File: src/rtl/interrupt_sequencer_pkg.sv
// Shared definitions for the interrupt acknowledge sequencer.
//  - state_t     : acknowledge handshake FSM states
//  - OCW2 codes  : {R,SL,EOI} command encodings
//  - SPURIOUS_LEVEL and a one-hot to level encoder
package interrupt_sequencer_pkg;

    typedef enum logic [2:0] {
        IDLE      = 3'd0,
        WAIT_ACK1 = 3'd1,
        ACK1      = 3'd2,
        WAIT_ACK2 = 3'd3,
        ACK2      = 3'd4
    } state_t;

    localparam logic [2:0] NS_EOI        = 3'b001;
    localparam logic [2:0] S_EOI         = 3'b011;
    localparam logic [2:0] ROT_NS_EOI    = 3'b101;
    localparam logic [2:0] ROT_S_EOI     = 3'b111;
    localparam logic [2:0] SET_PRI       = 3'b110;
    localparam logic [2:0] ROT_AEOI_SET  = 3'b100;
    localparam logic [2:0] ROT_AEOI_CLR  = 3'b000;

    localparam logic [2:0] SPURIOUS_LEVEL = 3'd7;

    // Convert the resolver's one-hot winner into a level number.
    function automatic logic [2:0] onehot_to_level(input logic [7:0] v);
        logic [2:0] lvl;
        lvl = 3'd0;
        for (int k = 0; k < 8; k++) begin
            if (v[k]) begin
                lvl = 3'(k);
            end else begin
                lvl = lvl;
            end
        end
        return lvl;
    endfunction

endpackage

File: src/rtl/interrupt_sequencer_finder.sv
// Highest-priority in-service level finder.
//  isr_i    : in-service register
//  rotate_i : level currently holding highest priority
//  level_o  : first set ISR bit searching upward from rotate_i (mod 8)
//  found_o  : 1 when any ISR bit is set
module isr_priority_finder (
    input  logic [7:0] isr_i,
    input  logic [2:0] rotate_i,
    output logic [2:0] level_o,
    output logic       found_o
);

    logic [2:0] idx_s;

    // Scan priority order starting at rotate_i; first hit is the winner.
    always_comb begin
        level_o = 3'd0;
        found_o = 1'b0;
        idx_s   = 3'd0;
        for (int k = 0; k < 8; k++) begin
            idx_s = rotate_i + 3'(k);
            if (!found_o && isr_i[idx_s]) begin
                found_o = 1'b1;
                level_o = idx_s;
            end else begin
                found_o = found_o;
            end
        end
    end

endmodule

File: src/rtl/interrupt_sequencer.sv
// Interrupt acknowledge sequencer (8086 two-pulse INTA handshake).
//  clk, rst             : clock, async active-high reset
//  interrupt            : one-hot resolved request (0 = none)
//  inta_n               : synchronized interrupt acknowledge (active low)
//  ocw2_valid/cmd/level : OCW2 write strobe, {R,SL,EOI}, L2..L0
//  aeoi_config          : auto-EOI mode
//  vector_base          : T7..T3
//  int_out              : INT to CPU
//  in_service_register  : ISR
//  clear_irr            : one-cycle IRR clear pulse
//  priority_rotate      : highest-priority level for the resolver
//  data_out/_en         : vector byte and bus enable
module interrupt_sequencer
    import interrupt_sequencer_pkg::*;
(
    input  logic       clk,
    input  logic       rst,
    input  logic [7:0] interrupt,
    input  logic       inta_n,
    input  logic       ocw2_valid,
    input  logic [2:0] ocw2_cmd,
    input  logic [2:0] ocw2_level,
    input  logic       aeoi_config,
    input  logic [4:0] vector_base,
    output logic       int_out,
    output logic [7:0] in_service_register,
    output logic [7:0] clear_irr,
    output logic [2:0] priority_rotate,
    output logic [7:0] data_out,
    output logic       data_out_en
);

    state_t     state_q;
    logic       int_out_q, inta_n_q, spurious_q, rotate_in_aeoi_q, rotate_in_aeoi_d;
    logic       data_out_en_q;
    logic [7:0] isr_q, isr_d, clear_irr_q, data_out_q;
    logic [2:0] rotate_q, rotate_d, acked_level_q;
    logic       inta_fall_s, inta_rise_s, ack_set_en_s, aeoi_fire_s, found_s;
    logic [2:0] hp_level_s;
    logic [7:0] ack_set_s;

    isr_priority_finder u_finder (
        .isr_i    (isr_q),
        .rotate_i (rotate_q),
        .level_o  (hp_level_s),
        .found_o  (found_s)
    );

    assign inta_fall_s  = inta_n_q & ~inta_n;
    assign inta_rise_s  = ~inta_n_q & inta_n;
    assign ack_set_en_s = (state_q == WAIT_ACK1) && inta_fall_s && (interrupt != 8'h00);
    assign ack_set_s    = ack_set_en_s ? interrupt : 8'h00;
    assign aeoi_fire_s  = (state_q == ACK2) && inta_rise_s && aeoi_config && !spurious_q;

    // Next ISR / rotation: clears use the current ISR, the INTA set is ORed
    // last so it wins on the same bit; OCW2 rotation overrides AEOI rotation.
    always_comb begin
        isr_d            = isr_q;
        rotate_d         = rotate_q;
        rotate_in_aeoi_d = rotate_in_aeoi_q;
        if (aeoi_fire_s) begin
            isr_d[acked_level_q] = 1'b0;
            if (rotate_in_aeoi_q) begin
                rotate_d = acked_level_q + 3'd1;
            end else begin
                rotate_d = rotate_q;
            end
        end else begin
            isr_d = isr_q;
        end
        if (ocw2_valid) begin
            case (ocw2_cmd)
                NS_EOI: begin
                    if (found_s) begin
                        isr_d[hp_level_s] = 1'b0;
                    end else begin
                        isr_d = isr_d;
                    end
                end
                S_EOI: isr_d[ocw2_level] = 1'b0;
                ROT_NS_EOI: begin
                    if (found_s) begin
                        isr_d[hp_level_s] = 1'b0;
                        rotate_d          = hp_level_s + 3'd1;
                    end else begin
                        isr_d = isr_d;
                    end
                end
                ROT_S_EOI: begin
                    isr_d[ocw2_level] = 1'b0;
                    rotate_d          = ocw2_level + 3'd1;
                end
                SET_PRI:      rotate_d         = ocw2_level + 3'd1;
                ROT_AEOI_SET: rotate_in_aeoi_d = 1'b1;
                ROT_AEOI_CLR: rotate_in_aeoi_d = 1'b0;
                default:      isr_d            = isr_d;
            endcase
        end else begin
            isr_d = isr_d;
        end
        isr_d = isr_d | ack_set_s;
    end

    // Handshake FSM with registered outputs and ISR/rotation state.
    always_ff @(posedge clk or posedge rst) begin
        if (rst) begin
            state_q          <= IDLE;
            int_out_q        <= 1'b0;
            inta_n_q         <= 1'b1;
            spurious_q       <= 1'b0;
            rotate_in_aeoi_q <= 1'b0;
            data_out_en_q    <= 1'b0;
            isr_q            <= 8'h00;
            clear_irr_q      <= 8'h00;
            data_out_q       <= 8'h00;
            rotate_q         <= 3'd0;
            acked_level_q    <= 3'd0;
        end else begin
            inta_n_q         <= inta_n;
            isr_q            <= isr_d;
            rotate_q         <= rotate_d;
            rotate_in_aeoi_q <= rotate_in_aeoi_d;
            clear_irr_q      <= 8'h00;
            case (state_q)
                IDLE: begin
                    if (interrupt != 8'h00) begin
                        int_out_q <= 1'b1;
                        state_q   <= WAIT_ACK1;
                    end
                end
                WAIT_ACK1: begin
                    if (inta_fall_s) begin
                        int_out_q <= 1'b0;
                        state_q   <= ACK1;
                        if (interrupt != 8'h00) begin
                            acked_level_q <= onehot_to_level(interrupt);
                            clear_irr_q   <= interrupt;
                            spurious_q    <= 1'b0;
                        end else begin
                            acked_level_q <= SPURIOUS_LEVEL;
                            spurious_q    <= 1'b1;
                        end
                    end
                end
                ACK1: begin
                    if (inta_rise_s) begin
                        state_q <= WAIT_ACK2;
                    end
                end
                WAIT_ACK2: begin
                    if (inta_fall_s) begin
                        state_q       <= ACK2;
                        data_out_q    <= {vector_base, acked_level_q};
                        data_out_en_q <= 1'b1;
                    end
                end
                ACK2: begin
                    if (inta_rise_s) begin
                        data_out_en_q <= 1'b0;
                        state_q       <= IDLE;
                    end
                end
                default: begin
                    state_q       <= IDLE;
                    int_out_q     <= 1'b0;
                    data_out_en_q <= 1'b0;
                end
            endcase
        end
    end

    assign int_out             = int_out_q;
    assign in_service_register = isr_q;
    assign clear_irr           = clear_irr_q;
    assign priority_rotate     = rotate_q;
    assign data_out            = data_out_q;
    assign data_out_en         = data_out_en_q;

endmodule

File: config.mk
export PLATFORM = sky130hd
export DESIGN_NAME = interrupt_sequencer
export DESIGN_NICKNAME = d
export VERILOG_FILES = /design/src/rtl/interrupt_sequencer_pkg.sv /design/src/rtl/interrupt_sequencer_finder.sv /design/src/rtl/interrupt_sequencer.sv
export SDC_FILE = /design/constraint.sdc
export NUM_CORES = 1
export LEC_CHECK = 0
export ABC_AREA = 1
export CAP_MARGIN = 20
export CORE_UTILIZATION = 37
export DETAILED_ROUTE_END_ITERATION = 8
export GPL_TIMING_DRIVEN = 0
export PLACE_DENSITY = 0.56
export SLEW_MARGIN = 0
export SYNTH_ARGS = -nofsm -noshare
export SYNTH_HDL_FRONTEND = slang
export SYNTH_HIERARCHICAL = 1
export SYNTH_SLANG_ARGS = --single-unit
File: constraint.sdc
create_clock -name clk -period 8.4 [get_ports clk]
set_input_delay 1.68 -clock clk [delete_from_list [all_inputs] [get_ports clk]]
set_output_delay 1.68 -clock clk [all_outputs]
set_load 0.005 [all_outputs]
==> results of run 1 <==
## logic make-up (layout without fill, tap and decap cells)
logic type                 after synthesis  in the layout  synth area share
xor gates and xnor gates                 4              4            0.0183
AOI/OAI and AO/OA                       57             57             0.118
buffers and inverters                   66            126             0.105
adders and majority gates                5              5            0.0212
and+or+nand+nor                        219            219             0.393
muxes                                    5              5            0.0217
DFF                                     38             38             0.323
## routing by layer
metal	up-vias	track usage	wire length [um]
li1	1399	-	-
met1	1232	0.275	3670
met2	51	0.282	3170
met3	4	0.0293	337
met4	0	0.0489	57
met5	-	0	0
## cell usage in the layout (no fill, tap or decap), drive strengths merged, types with 7 or more instances in the layout
cell	Yosys	routed
nand2	119	119
inv	59	59
clkdlybuf4s50	0	52
nand3	47	47
nor2	38	38
dfrtp	37	37
o21ai	26	26
o22ai	8	8
o211ai	8	8
nand4	8	8
a21oi	8	8
buf	7	7
## sequential cells by signal, summed over array words and instances, names as in the netlist
| signal | flops |
|---|---|
| in_service_register | 8 |
| int_out | 1 |
| state_q | 3 |
| priority_rotate | 3 |
| inta_n_q | 1 |
| rotate_in_aeoi_q | 1 |
| data_out_en | 1 |
| spurious_q | 1 |
| clear_irr | 8 |
| acked_level_q | 3 |
| data_out | 8 |
## through the flow
step | setup slack (ps) | cell area [um^2] | total power, mW | std cells
6_report | 5050 | 3730 | 1.55 | 556
5_1_grt | 4730 | 3730 | 1.71 | 556
4_1_cts | 5060 | 3730 | 1.56 | 556
3_5_place_dp | 5090 | 3590 | 1.37 | 548
3_3_place_gp | 5000 | 3590 | 1.36 | 548
2_1_floorplan | 5560 | 2940 | 1.08 | 394
## area by class of cell
cell class                      instances  area (um^2)  area share
Buffer                                  7         83.8      0.0225
Clock buffer                            5         68.8      0.0185
Clock inverter                          3         68.8      0.0185
Inverter                               59          224      0.0600
Multi-Input combinational cell        290         1680       0.452
Sequential cell                        38          952       0.255
Tap cell                              102          128      0.0342
Timing Repair Buffer                   52          520       0.140
## how the worst min path moves through the flow
| stage | start | end | cells after the start |
|---|---|---|---|
| floorplan | data_out[0]$_DFFE_PP0P_ | data_out[0]$_DFFE_PP0P_ | 2 |
| global placement | data_out[1]$_DFFE_PP0P_ | data_out[1]$_DFFE_PP0P_ | 2 |
| detailed placement | data_out[0]$_DFFE_PP0P_ | data_out[0]$_DFFE_PP0P_ | 2 |
| CTS | data_out[0]$_DFFE_PP0P_ | data_out[0]$_DFFE_PP0P_ | 2 |
| global route | int_out$_DFFE_PP0P_ | int_out$_DFFE_PP0P_ | 2 |
| finish | data_out[2]$_DFFE_PP0P_ | data_out[2]$_DFFE_PP0P_ | 2 |
## worst register-to-register path: stages, from the launching register on
cell      delay (ps)
dfrtp_1          450
buf_6            170
inv_4             60
buf_12           150
ha_1             430
inv_2            220
nand3_2          150
nand3_2          120
nand2_2           80
nor2_4           110
nand4_4          100
nor2_4           160
nand2_1           80
nand2_1           70
nand2_1           50
nand2_1          100
nand2_1           80
inv_1             80
nand2_1           80
o22ai_1          130
nand2_1          120
o211ai_1         110
o21ai_0          110
## where the power goes
| part | switching [mW] | internal [mW] | total [mW] |
|---|---|---|---|
| clock | 0.0686 | 0.119 | 0.188 |
| combinational | 0.618 | 0.427 | 1.05 |
| sequential | 0.0712 | 0.249 | 0.320 |
==> results.md, run 1 <==
- Status: finished clean
- Hold WC Path Type: reg -> reg
- DP HPWL: about 5.9 mm
- WP data arrival: ~3500 ps
- Buffers plus inverters on the worst setup path: 5
- Setup TNS Final: 0 ps
- Slowest CP cell: dfrtp_1
- Number of top-level pins: 53
- CTS Hold Bufs: 0
- CP top delay family: simple AND/OR/NAND/NOR gates
- Setup crit start: priority_rotate[0]$_DFF_PP0_
- Critical path depth: 22
- Mapped Area: just under 3000 um^2
- Clk sinks: 38
- Most common cell on crit path: nand2_1
- Initial antenna violation count: 0
- Worst-Margin Slew: ~800 ps
- Layout cell share with drive strength beyond 1: 0.165
- Vias/cell: between 4 and 5
- Largest cells by area after synthesis: dfrtp_1 (31%), nand2_1 (13%), inv_1 (6.8%), nand3_2 (5.8%), nand3_1 (4.8%)
- H-tree levels: 2
- Clk buf depth: 2
- Post-synthesis cell type count: 43
- DR pass1 iterations: 4
- Die area: 8320 um^2
- Die Y: 91.2 um
- Area grow syn2layout: 26.7%
- Final Skew: 6.64 ps
- Port bufs: 52
- Total track usage: 0.186
- Worst IR Drop VDD: 0.157 mV
- Min cycle time layout: 3350 ps
- Utilization after layout: 0.483
- Inserted Clock Buffers: 5
- Most numerous cell in the Yosys netlist: nand2_1
- Via count: between 2,000 and 3,000
- Drt drc: 0
- Clock root cell: clkbuf_8
- CP endpoint kind: flop
- Synth Flop Type: dfrtp_1
- Worst Path Required: roughly 8600 ps
- RSZ-0062 raised after global routing: no
- Drt total wl: 7.23 mm
- Mean Syn Cell Area: 7.47 um^2
- PD cells: 417 nW/um^2
- Top-area cell type share of the netlist area: 0.314
- Die Span X: 91.2 um
- Initial Utilization: 0.381
- Diode count: 0
- Crit-path max cell delay: ~450 ps
- R2r worst-path depth: 22
- R2R setup slack: between 5000 and 6000 ps
- Post-synthesis register bit count: 38
- Final slew viol count: 0
- First-pass GRT wire length: 12.4 mm
- Core Area: 7730 um^2
- Setup Buffers After CTS: 0
- Worst Hold Slack: between 400 and 500 ps
- Finish-stage setup viols: 0
- Final #Nets: 482
- Critical R2R Capture: in_service_register[1]$_DFF_PP0_
- Cell taking the most area after synthesis: dfrtp_1
- Worst setup endpoint: in_service_register[1]$_DFF_PP0_
- Fmax: around 300 MHz
- Post-synth EDFFs: 0
- Number of global-route vias before repair: ~2,600
- Post-synth top cells: nand2_1 (104), inv_1 (53), dfrtp_1 (37)
- Post-synthesis async set-or-reset flop share: 1.00
- Crit Path Max Fanout: 10
- Setup CP Type: reg -> reg
- Max_slew headroom: 0.471
- Syn Nets: between 400 and 500
- TritonCTS clock tree: done
- Lkg Pwr: 1.81 nW
- WL per Instance: 13.0 um
- Cells along the critical path: buf_6, inv_4, buf_12, ha_1, inv_2, nand3_2, nand3_2, nand2_2, nor2_4, nand4_4, nor2_4, nand2_1, nand2_1, nand2_1, nand2_1, nand2_1, inv_1, nand2_1, o22ai_1, nand2_1, o211ai_1, o21ai_0
- Crit start category: flop
- DRT iter0 DRCs: 130
- # rows: 32
- Cts repair resizes: 0
- Worst-skew pair later-pin latency: 290 ps
- Sequential share of the synthesized area: 0.323
- Reg-to-reg startpoint: priority_rotate[0]$_DFF_PP0_
- Hold Vio Cnt, Final: 0
- Overflow after GRT: 0
- Post-DRT Antenna Nets: 0
- Post-synthesis instance total: roughly 390
- Worst-path clk slew: 80 ps
- # Max-Cap Violations: 0
- Final period util: 0.398
- Fill cells: 784
- Largest net degree at the start of global routing: 39
- Routability cong.: 0.878
- Synth Warn #: 6
Power figures use the tool's default switching activity.
==> run 2: changes to the inputs <==
PLACE_DENSITY = 0.58   (was 0.56)
clock period = 2.97 ns   (was 8.4 ns; I/O delays follow)
==> run 2 against run 1 <==
Net effect:
- maximum frequency rose by 19%
- highest routed layer unchanged
- die area is the same
- final area is 10% higher
- setup slack lost 4900 ps
- global-route usage is essentially flat
- critical endpoint is now in_service_register[4]$_DFF_PP0_
- combinational power grew to 3.6 times the previous value
==> results.md, run 2 (synthesized netlist as in run 1, its figures left out) <==
- Inserted Clock Buffers: 5
- Fill cells: 731
- Crit start category: flop
- Cells along the critical path: buf_6, inv_4, buf_12, ha_4, inv_8, nand3_4, nand3_2, nand2_2, nor2_4, nand4_4, nor2_4, buf_4, nand4_1, nand3_2, nand3_1, o22ai_2, nand2_1, o211ai_1, o21ai_0
- Commonest non-fill, non-tap cell in the layout: nand2_1
- Max_slew headroom: 0.490
- Clk buf depth: 2
- Reg power frac: 0.173
- Largest net degree at the start of global routing: 39
- Worst-Margin Slew: 763 ps
- Reg-to-reg startpoint: priority_rotate[0]$_DFF_PP0_
- Clk sinks: 38
- Min cycle time layout: 2820 ps
- Most frequent cells in the layout: nand2_1 (96), clkdlybuf4s50_1 (52), inv_1 (48), dfrtp_1 (35), nor2_1 (28)
- Finish-stage setup viols: 0
- NetSw: 2.51 mW
- Post-DRT Antenna Nets: 0
- Layout cell share with drive strength beyond 1: 0.266
- Area grow syn2layout: 39.7%
- Setup TNS Final: 0 ps
- Buffers plus inverters on the worst setup path: 5
- Crit-path max cell delay: 430 ps
- Final period util: 0.948
- Multi-input logic area: about 1900 um^2
- Die Span X: about 91 um
- CP endpoint kind: flop
- Via count: 2,838
- WP data arrival: 2980 ps
- PD cells: 1270 nW/um^2
- Hold WC Path Type: reg -> reg
- Worst-path clk slew: 80 ps
- Routability cong.: 0.908
- # placed instances: around 550
- Initial antenna violation count: 0
- CTS Hold Bufs: 0
- Drt drc: 0
- Fmax: 355 MHz
- Initial Utilization: 0.381
- Sw frac: 0.481
- Final #Nets: 502
- Vias/cell: 4.93
- Setup CP Type: reg -> reg
- Non-filler instance count after layout: 576
- Worst hold start: data_out[1]$_DFFE_PP0P_
- Status: finished clean
- Area occupied by registers: 955 um^2
- CP top delay family: simple AND/OR/NAND/NOR gates
- Setup crit start: priority_rotate[0]$_DFF_PP0_
- First-pass GRT wire length: roughly 13 mm
- Crit Path Max Fanout: 6
- H-tree levels: 2
- Clk pwr share: 0.101
- Die Y: 91.2 um
- RSZ-0062 raised after global routing: yes
- # rows: 32
- DR pass1 iterations: 4
- Clock root cell: clkbuf_8
- Number of global-route vias before repair: 2,678
- Final slew viol count: 0
- TritonCTS clock tree: done
- Utilization after layout: 0.532
- Worst Hold Slack: 491 ps
- Comb pwr share: 0.727
- Final Power: 5.23 mW
- DRT iter0 DRCs: 81
- DP HPWL: about 5.8 mm
- Worst IR Drop VDD: 0.436 mV
- Drt total wl: between 7 and 8 mm
- # Max-Cap Violations: 0
- Port bufs: 52
- Total track usage: 0.186
- Core Area: approximately 7700 um^2
- Power Internal: 2.71 mW
- WL per Instance: around 13 um
- Diode count: 0
- Die area: 8320 um^2
- Final Skew: 5.37 ps
- Lkg Pwr: 1.94 nW
- Number of top-level pins: 53
- Worst-skew pair later-pin latency: 290 ps
- Overflow after GRT: 0
- Worst Path Required: 3130 ps
- Hold Vio Cnt, Final: 0
- Slowest CP cell: dfrtp_2
-- run 2: changes by cell type in the layout (fill, tap and decap cells not counted), sizes merged --
| cell | change |
|---|---|
| buf | +20 |
-- run 2: worst paths after layout --
path	to	slack, ps	cells past startpoint
min in group asynchronous	data_out[6]$_DFFE_PP0P_	760	2
worst max-delay path	in_service_register[4]$_DFF_PP0_	150	19
worst min-delay path	data_out[1]$_DFFE_PP0P_	490	2
max in group asynchronous	priority_rotate[1]$_DFF_PP0_	1690	2
worst max register to register	in_service_register[4]$_DFF_PP0_	150	19
worst min register to register	data_out[1]$_DFFE_PP0P_	490	2
-- run 2: timing repair --
| action | in CTS | in global routing |
|---|---|---|
| cloned | 0 | 0 |
| setup endpoints to repair | 10 | 11 |
| pin swaps | 1 | 27 |
| gates resized for setup | 8 | 50 |
| setup buffers | 3 | 18 |
-- run 2: worst reg2reg max path: stages (launching register included) --
cell,delay (ps)
dfrtp_2,430
buf_6,140
inv_4,70
buf_12,110
ha_4,240
inv_8,100
nand3_4,80
nand3_2,100
nand2_2,80
nor2_4,140
nand4_4,100
nor2_4,150
buf_4,130
nand4_1,80
nand3_2,150
nand3_1,140
o22ai_2,140
nand2_1,90
o211ai_1,110
o21ai_0,110
-- run 2: metrics by stage --
stage	instance area, um^2	setup WS, ps
floorplan	2940	126
global placement	3590	-324
detailed placement	3590	-320
finish	4110	154
global route	4110	-93.3
CTS	3780	14.3
-- run 2: cell type report --
type,count,share of cell area
timing repair buffer,72,0.166
multi-input combinational,290,0.458
clock buffer,5,0.0167
sequential,38,0.232
buffer,7,0.0213
tap,102,0.0310
clock inverter,3,0.0167
inverter,59,0.0575
-- run 2: per-layer routing --
layer  global-route usage  vias to the layer above  share of wire
met5                    0                        -              0
met4               0.0450                        0         0.0079
met3               0.0218                        6          0.024
met2                0.306                       51           0.48
met1                0.260                     1335           0.49
li1                     -                     1446              -
-- run 2: power groups by stage --
stage          sequential [mW]  combinational, mW  clock, mW
6_report                 0.903               3.80      0.526
4_1_cts                  0.905               3.04      0.540
2_1_floorplan            0.884               2.18          0
3_3_place_gp             0.913               2.92          0
5_1_grt                  0.930               4.18      0.555
3_5_place_dp             0.916               2.95          0
==> RTL change: new RTL, flow settings as in run 1 <==
Take the reset off `isr_q` and load it in a clocked block of its own.
--- a/src/rtl/interrupt_sequencer.sv
+++ b/src/rtl/interrupt_sequencer.sv
@@ -110,14 +110,12 @@
             spurious_q       <= 1'b0;
             rotate_in_aeoi_q <= 1'b0;
             data_out_en_q    <= 1'b0;
-            isr_q            <= 8'h00;
             clear_irr_q      <= 8'h00;
             data_out_q       <= 8'h00;
             rotate_q         <= 3'd0;
             acked_level_q    <= 3'd0;
         end else begin
             inta_n_q         <= inta_n;
-            isr_q            <= isr_d;
             rotate_q         <= rotate_d;
             rotate_in_aeoi_q <= rotate_in_aeoi_d;
             clear_irr_q      <= 8'h00;
@@ -169,6 +167,10 @@
         end
     end
 
+    always_ff @(posedge clk) begin
+        isr_q <= isr_d;
+    end
+
     assign int_out             = int_out_q;
     assign in_service_register = isr_q;
     assign clear_irr           = clear_irr_q;
Function: differs if rst is asserted again (counterexample within 4 cycles, from zero or initial values and one cycle with rst high); with rst held inactive, the same outputs for 4 cycles.
==> RTL change against run 1 <==
Wire length is 0.64% lower. Clock skew shrank 0.0016 ns. Setup slack worse by 0.0045 ns. Sequential cell count unchanged. Synthesized area shrank 0.98%. Total power is 1.0% higher. Cell area fell by 0.17%. Critical path type unchanged.
==> RTL change: results (changes against run 1) <==
metric,value,unit,change
post-DR wirelength/cell,12.93,µm,was 13.01 µm
Yosys cell types,44,,was 43
vias after detailed routing,2751,,"was 2,686"
Slew @ Worst Pin,0.5152,ns,was 0.7924 ns
Compound-Gate Fraction of Synth Area,0.1206,,was 0.1181
first-pass GRT wire length,12.15,mm,was 12.36 mm
fill cell count,780,,was 784
CP max stage delay,0.49,ns,was 0.45 ns
GPL Wtd Cong,0.8293,,was 0.8778
register area share after synthesis,0.3129,,was 0.3234
vias in the first global route,2643,,"was 2,573"
Static Leak,1.785,nW,was 1.806 nW
Total GRT Usage,0.1828,,was 0.1863
switching share of total power,0.4859,,was 0.4879
R2R depth,23,,was 22
r2r endpoint,priority_rotate[2],,was in_service_register[1]
highest-delay cell along the critical path,ha_1,,was dfrtp_1
XOR/XNOR Fraction of Synth Area,0.01845,,was 0.01827
largest net degree at the start of global routing,21,,was 39
"FFs w/ async S/R, synth",0.7895,,was 1.000
peak supply drop,157.3,µV,was 156.9 µV
synth cell count leaders,"nand2_1, inv_1, nor2_1",,"was nand2_1, inv_1, dfrtp_1"
required time of the critical path,8.58,ns,was 8.56 ns
mux cell area share after synthesis,0.02189,,was 0.02167
Ant. Diodes,0,,unchanged
I/O Buffers,51,,was 52
Post-Synth Adder-Cell Area,0.02146,,was 0.02125
status,finished clean,,unchanged
post-DP HPWL,5.972,mm,was 5.859 mm
==> RTL change: changes by cell type after synthesis, sizes merged <==
cell,before,now
dfrtp,37,29
nor2,38,39
inv,59,57
o21ai,26,27
dfxtp,0,8
nor3,3,4
buf,7,8
nand2,119,117
o22ai,8,7
nand3,47,48
==> RTL change: through the flow <==
step / hold slack (ns) / setup slack (ns) / std cells / instance area, µm² / utilization
4_1_cts: 0.4931 / 5.042 / 556 / 3724 / 0.4844
3_5_place_dp: 0.4770 / 5.058 / 548 / 3581 / 0.4658
6_report: 0.4921 / 5.049 / 556 / 3724 / 0.4844
5_1_grt: 0.5199 / 4.764 / 556 / 3724 / 0.4844
3_3_place_gp: 0.4680 / 5.065 / 547 / 3553 / 0.4622
2_1_floorplan: 0.4763 / 5.539 / 394 / 2915 / -
==> RTL change: final cells by class <==
type                    count  area, µm²  area share
plain buffers               8      92.59     0.02487
flip-flops and latches     38      912.1      0.2450
multi-input cells         291       1694      0.4550
clock inverters             2      60.06     0.01613
inverters                  57      216.5     0.05813
repair buffers             52      538.0      0.1445
clock buffers               6      82.58     0.02218
well taps                 102      127.6     0.03427
==> RTL change: how the worst min path moves through the flow <==
stage | slack (ns) | start | cells after the start | to
final | 0.49 | data_out[1] | 2 | data_out[1]
after global routing | 0.52 | data_out[1] | 2 | data_out[1]
after CTS | 0.49 | data_out[1] | 2 | data_out[1]
after detailed placement | 0.48 | data_out[1] | 2 | data_out[1]
after global placement | 0.47 | int_out | 2 | int_out
after floorplan | 0.48 | data_out[0] | 2 | data_out[0]
==> RTL change: worst min-delay path, cell delays in order (launching register included) <==
cell,delay [ns]
dfrtp_1,0.35
nand2_1,0.05
o21ai_0,0.06
==> RTL change: logic make-up (layout without fill, tap and decap cells) <==
kind of cell             Yosys count  in the layout
AND/OR/NAND/NOR                  220            220
buffers and inverters             65            125
AO/OA/AOI/OAI                     57             57
flip-flops                        38             38
adder cells (fa/ha/maj)            5              5
multiplexers                       5              5
XOR/XNOR                           4              4
==> RTL change: power groups by stage <==
| stage | Combinational [mW] | Sequential, mW | Clock (mW) |
|---|---|---|---|
| 6_report | 1.06 | 0.323 | 0.191 |
| 5_1_grt | 1.18 | 0.333 | 0.208 |
| 4_1_cts | 1.06 | 0.323 | 0.197 |
| 3_5_place_dp | 1.05 | 0.326 | 0 |
| 3_3_place_gp | 1.04 | 0.325 | 0 |
| 2_1_floorplan | 0.776 | 0.313 | 0 |
==> RTL change: routing by layer <==
layer / vias to the layer above / part of all wire / GRT usage
li1: 1408 / - / -
met1: 1270 / 0.45 / 0.2279
met2: 67 / 0.49 / 0.3226
met3: 6 / 0.049 / 0.04377
met4: 0 / 0.0051 / 0.02957
met5: - / 0 / 0
